### src/rtl/pc_fetch_sequencer.sv
// Program-counter and instruction-fetch sequencer for the MIPS core: one instruction in flight,
// branch delay slots, memory wait states, datapath stalls and halt on a redirect to HALT_ADDR.
module pc_fetch_sequencer #(
    parameter logic [31:0] RESET_VECTOR = 32'hBFC0_0000,
    parameter logic [31:0] HALT_ADDR    = 32'h0000_0000
) (
    input  logic        clk,
    input  logic        reset,
    output logic        instr_read,
    output logic [31:0] instr_address,
    input  logic        instr_waitrequest,
    input  logic [31:0] instr_readdata,
    input  logic        stall,
    input  logic        branch_taken,
    input  logic [31:0] branch_target,
    input  logic        jump_req,
    input  logic [31:0] jump_target,
    output logic [31:0] instr_out,
    output logic        instr_valid,
    output logic [31:0] pc_out,
    output logic [31:0] link_addr,
    output logic        active
);

    localparam logic [31:0] ALIGN_MASK = 32'hFFFF_FFFC;
    localparam logic [31:0] PC_STEP    = 32'd4;
    localparam logic [31:0] LINK_STEP  = 32'd8;

    typedef enum logic [1:0] {
        S_IDLE  = 2'd0,
        S_FETCH = 2'd1,
        S_EXEC  = 2'd2,
        S_HALT  = 2'd3
    } state_t;

    state_t      state, state_nxt;
    logic [31:0] pc_q, pc_nxt;
    logic [31:0] instr_q, instr_nxt;
    logic        delay_pend, delay_pend_nxt;
    logic [31:0] tgt_reg, tgt_nxt;

    // NOTE: state registers use non-blocking assignments so every flop samples the
    // pre-edge value of every other flop, regardless of statement order.
    // NOTE: asynchronous reset clears every register, including the pending redirect,
    // so a reset in the middle of a wait or stall leaves nothing half-done behind.
    always_ff @(posedge clk or negedge reset) begin
        if (!reset) begin
            state      <= S_IDLE;
            pc_q       <= RESET_VECTOR;
            instr_q    <= '0;
            delay_pend <= 1'b0;
            tgt_reg    <= '0;
        end else begin
            state      <= state_nxt;
            pc_q       <= pc_nxt;
            instr_q    <= instr_nxt;
            delay_pend <= delay_pend_nxt;
            tgt_reg    <= tgt_nxt;
        end
    end

    // NOTE: every signal written here gets a hold-value default first, so no path
    // through the case statement can leave one unassigned and infer a latch.
    always_comb begin
        state_nxt      = state;
        pc_nxt         = pc_q;
        instr_nxt      = instr_q;
        delay_pend_nxt = delay_pend;
        tgt_nxt        = tgt_reg;

        case (state)
            S_IDLE: begin
                state_nxt = S_FETCH;
            end

            S_FETCH: begin
                if (!instr_waitrequest) begin
                    instr_nxt = instr_readdata;
                    state_nxt = S_EXEC;
                end
            end

            S_EXEC: begin
                // A stalled instruction has not retired, so its redirect inputs are not yet meaningful.
                if (!stall) begin
                    state_nxt = S_FETCH;
                    if (delay_pend) begin
                        // Delay slot retiring: take the saved redirect, ignore any new one.
                        delay_pend_nxt = 1'b0;
                        if (tgt_reg == HALT_ADDR) begin
                            state_nxt = S_HALT;
                        end else begin
                            pc_nxt = tgt_reg;
                        end
                    end else if (jump_req) begin
                        tgt_nxt        = jump_target & ALIGN_MASK;
                        delay_pend_nxt = 1'b1;
                        pc_nxt         = pc_q + PC_STEP;
                    end else if (branch_taken) begin
                        tgt_nxt        = branch_target & ALIGN_MASK;
                        delay_pend_nxt = 1'b1;
                        pc_nxt         = pc_q + PC_STEP;
                    end else begin
                        pc_nxt = pc_q + PC_STEP;
                    end
                end
            end

            S_HALT: begin
                state_nxt = S_HALT;
            end

            default: begin
                state_nxt = S_IDLE;
            end
        endcase
    end

    // Outputs decode straight from registered state, so they follow an async reset immediately.
    assign instr_read    = (state == S_FETCH);
    assign instr_valid   = (state == S_EXEC);
    assign active        = (state != S_HALT);
    assign instr_address = pc_q;
    assign pc_out        = pc_q;
    assign instr_out     = instr_q;
    assign link_addr     = pc_q + LINK_STEP;

endmodule

### config.mk
export PLATFORM = sky130hd
export DESIGN_NAME = pc_fetch_sequencer
export DESIGN_NICKNAME = d
export VERILOG_FILES = /design/src/rtl/pc_fetch_sequencer.sv
export SDC_FILE = /design/constraint.sdc
export NUM_CORES = 1
export LEC_CHECK = 0
export CAP_MARGIN = 20
export CELL_PAD_IN_SITES_DETAIL_PLACEMENT = 2
export CELL_PAD_IN_SITES_GLOBAL_PLACEMENT = 2
export CORE_MARGIN = 4
export CORE_UTILIZATION = 25
export CTS_CLUSTER_SIZE = 24
export DETAILED_ROUTE_END_ITERATION = 8
export HOLD_SLACK_MARGIN = 0.08
export PLACE_DENSITY = 0.88
export SLEW_MARGIN = 25
export SYNTH_ARGS = -nofsm -noshare
export SYNTH_HDL_FRONTEND = slang
export SYNTH_SLANG_ARGS = --single-unit
### constraint.sdc
create_clock -name clk -period 2.58 [get_ports clk]
set_input_delay 0.258 -clock clk [delete_from_list [all_inputs] [get_ports clk]]
set_output_delay 0.258 -clock clk [all_outputs]
set_load 0.01 [all_outputs]
==> results.py <==
metrics = {
    "outcome": {
        "outcome": "completed",
    },
    "worst_setup_path": {
        "cp_num_buf_inv": 2,
        "critPathSlowestCell": "or4_4",
        "cp_cell_sequence": "nand4_2 -> or4_4 -> nor3_2 -> buf_4 -> nand2_1 -> xnor2_1 -> clkdlybuf4s15_1",
        "r2r_setup_slack_ns": 0.15,
        "r2r_cells": 7,
        "critical_path.max_fanout": 5,
        "crit_arrival_ns": 2.31,
        "cp_top_family": "simple AND/OR/NAND/NOR gates",
        "startpoint_type": "flip-flop",
        "timing.rr.end": "instr_address[24]",
        "critical-path-max-stage-delay_ns": 0.56,
        "worstSetupPathType": "reg -> out",
        "cp.required_ns": 2.32,
        "crit-reg2reg-launch": "instr_address[3]",
        "end_kind": "output port",
    },
    "synthesis": {
        "ys_async_sr_fraction_pct": 100,
        "synth.area.mux_share_pct": 12.2,
        "syn_inst": 580,
        "synth_xor_xnor_area_share_pct": 4.46,
        "synth_simple_gate_area_share_pct": 15.6,
        "yosys_warnings": 0,
        "synth_area_per_cell_um2": 9.48,
        "synth_top_family_by_area": "simple AND/OR/NAND/NOR gates",
        "synth-seq-cells": 95,
        "yosysUniqueCellTypes": 58,
        "syn-cell-area_um2": 5500,
        "synth_edf_count": 0,
        "ys_seq_area_share_pct": 43.4,
        "synth-compound-area-share_pct": 14.6,
        "synthFlopType": "dfrtp_1",
        "yosys.area_share.adder_pct": 0.455,
    },
    "placed_design": {
        "place_congestion": 0.857,
        "post-place-ws_ns": -0.0805,
        "dpl.hpwl_mm": 17.6,
        "placed_cell_area_um2": 8100,
        "io_buffers": 222,
    },
    "routing": {
        "viasPerCell": 5.13,
        "firstDrtPassIters": 5,
        "ant_nets": 0,
        "wl_per_cell_um": 22.1,
        "drc": 0,
        "dr.first_iter.drc_count": 225,
        "wl_mm": 24.0,
        "via_count": 5577,
    },
    "run": {
        "drv_cap": 0,
    },
    "sta": {
        "worst_slew_pin_slew_ns": 0.728,
        "hold_viol_final": 0,
        "finClkSkew_ns": 0.0173,
        "slew_viol_final": 0,
        "finalCritPeriodShare_pct": 99.4,
        "layout_setup_ws_ns": 0.0160,
        "report.final.setup_viol": 0,
        "fin_crit_ns": 2.56,
        "slew_headroom_pct": 51.5,
        "max_freq_ghz": 0.390,
    },
    "floorplan": {
        "rows": 53,
        "io_pins": 233,
        "start_util_pct": 25.8,
        "die-height_um": 156,
        "core_um2": 21400,
        "die-area_um2": 24400,
        "die_x_um": 156,
    },
    "hold_path": {
        "hold_class": "in -> async",
    },
    "global_routing": {
        "grt_pass1_wl_mm": 36.2,
        "use_met2_pct": 32.6,
        "use_met3_pct": 5.86,
        "grt_max_degree": 48,
        "grt_pass1_vias": 6236,
        "grt.busiest_layer": "met2",
        "grt-ovfl-total": 0,
        "grtUsageMet1_pct": 22.0,
        "antenna_found_initial": 0,
        "track_usage_pct": 18.9,
    },
    "cells_and_area": {
        "layout.nets": 912,
        "area_growth_pct": 54.9,
        "drive_gt1_share_pct": 20.9,
        "fin_util_pct": 39.9,
        "antenna_cells": 0,
        "final_common_cell": "clkdlybuf4s50_1",
        "final_cell_mix": "clkdlybuf4s50_1 (201), dfrtp_1 (83), buf_4 (72)",
        "largest_reg_flops": 32,
        "final_area_um2": 8520,
    },
    "clocking": {
        "clockBufferDepth": 2,
        "clk_latency_ns": 0.36,
        "clock_sinks": 95,
        "clk_pin_slew_worst_paths_ns": 0.07,
        "cts_tree": "yes",
        "root_buffer": "clkbuf_16",
        "cts_buffers": 9,
        "htree_levels": 3,
    },
    "pwr": {
        "power_mw": 7.54,
        "ir_worst_vdd_mv": 0.378,
        "powerDensity_nw_per_um2": 885,
        "p_leak_nw": 3.63,
    },
}
==> synth_stat cells, drive strengths merged (2+ instances only) <==
library cell | instances | area share, %
dfrtp | 86 | 39
nor2 | 63 | 4.3
a21oi | 54 | 4.9
buf | 51 | 6.3
clkbuf | 33 | 2.3
mux2 | 32 | 6.6
mux2i | 31 | 5.6
nand2 | 31 | 2.1
o21ai | 27 | 2.5
nand4 | 15 | 1.9
nor4 | 15 | 1.8
xor2 | 15 | 2.4
nor3 | 14 | 1.5
nand3 | 13 | 1.3
xnor2 | 13 | 2.1
dfstp | 9 | 4.3
inv | 7 | 0.48
o2bb2ai | 7 | 1.1
and4 | 6 | 0.96
o31ai | 6 | 0.82
a22oi | 5 | 0.68
a31oi | 4 | 0.45
or4 | 4 | 0.61
a22o | 3 | 0.48
a31o | 3 | 0.48
a32oi | 2 | 0.32
a41o | 2 | 0.36
ha | 2 | 0.45
nand2b | 2 | 0.23
o21a | 2 | 0.27
o21ba | 2 | 0.36
o22a | 2 | 0.32
o22ai | 2 | 0.23
o41ai | 2 | 0.32
or3 | 2 | 0.23
==> per-layer routing <==
layer  routed length (µm)  part of all wire [%]  up-vias
met5                    0                     0        -
met4                  499                   2.1        0
met3                 1890                   7.9       39
met2                12100                    50      237
met1                 9520                    40     2813
li1                     -                     -     2488
==> metrics by stage <==
stage	TNS (ns)	hold WS, ns	std cells
final	0	0.475	1088
after global routing	-0.0649	0.514	1088
after CTS	-0.0723	0.482	1085
after detailed placement	-0.0998	0.336	1062
after global placement	-0.0603	0.326	1062
after floorplan	0	-0.0376	585
==> final cells by class <==
class / count / area, µm²
Tap cell: 275 / 344
Multi-Input combinational cell: 399 / 2740
Clock buffer: 10 / 229
Sequential cell: 95 / 2390
Inverter: 7 / 26.3
Clock inverter: 6 / 47.5
Fill cell: 2300 / 12800
Timing Repair Buffer: 296 / 2750
==> worst max path at each step <==
stage	cells after the start	end	startpoint	slack [ns]
floorplan	5	link_addr[31]	instr_address[3]	0.30
global placement	6	link_addr[31]	instr_address[3]	-0.06
detailed placement	6	link_addr[31]	instr_address[3]	-0.08
CTS	6	link_addr[31]	instr_address[3]	-0.07
global route	7	link_addr[23]	instr_address[10]	-0.03
finish	7	link_addr[23]	instr_address[12]	0.02
==> power by group <==
group          switching [mW]  internal (mW)  leakage, nW  total, mW
Combinational            1.66           1.90         2.35       3.55
Clock                   0.654          0.659        0.121       1.31
Sequential              0.572           2.10         1.16       2.68
==> repair_timing <==
action                                  in CTS  in global routing
endpoints found under the setup margin      18                 16
resized for setup                           36                 29
hold endpoints to repair                    45                  0
buffers inserted                             6                  3
hold buffers                                 1                  0
pin swaps                                    2                  6
==> kinds of logic after synthesis <==
logic type,Yosys count
buf+inv,91
xor+xnor,28
fa+ha+maj,2
flops,95
mux,63
simple gates,170
other cells,1
compound gates,130
(Power assumes the default switching activity.)
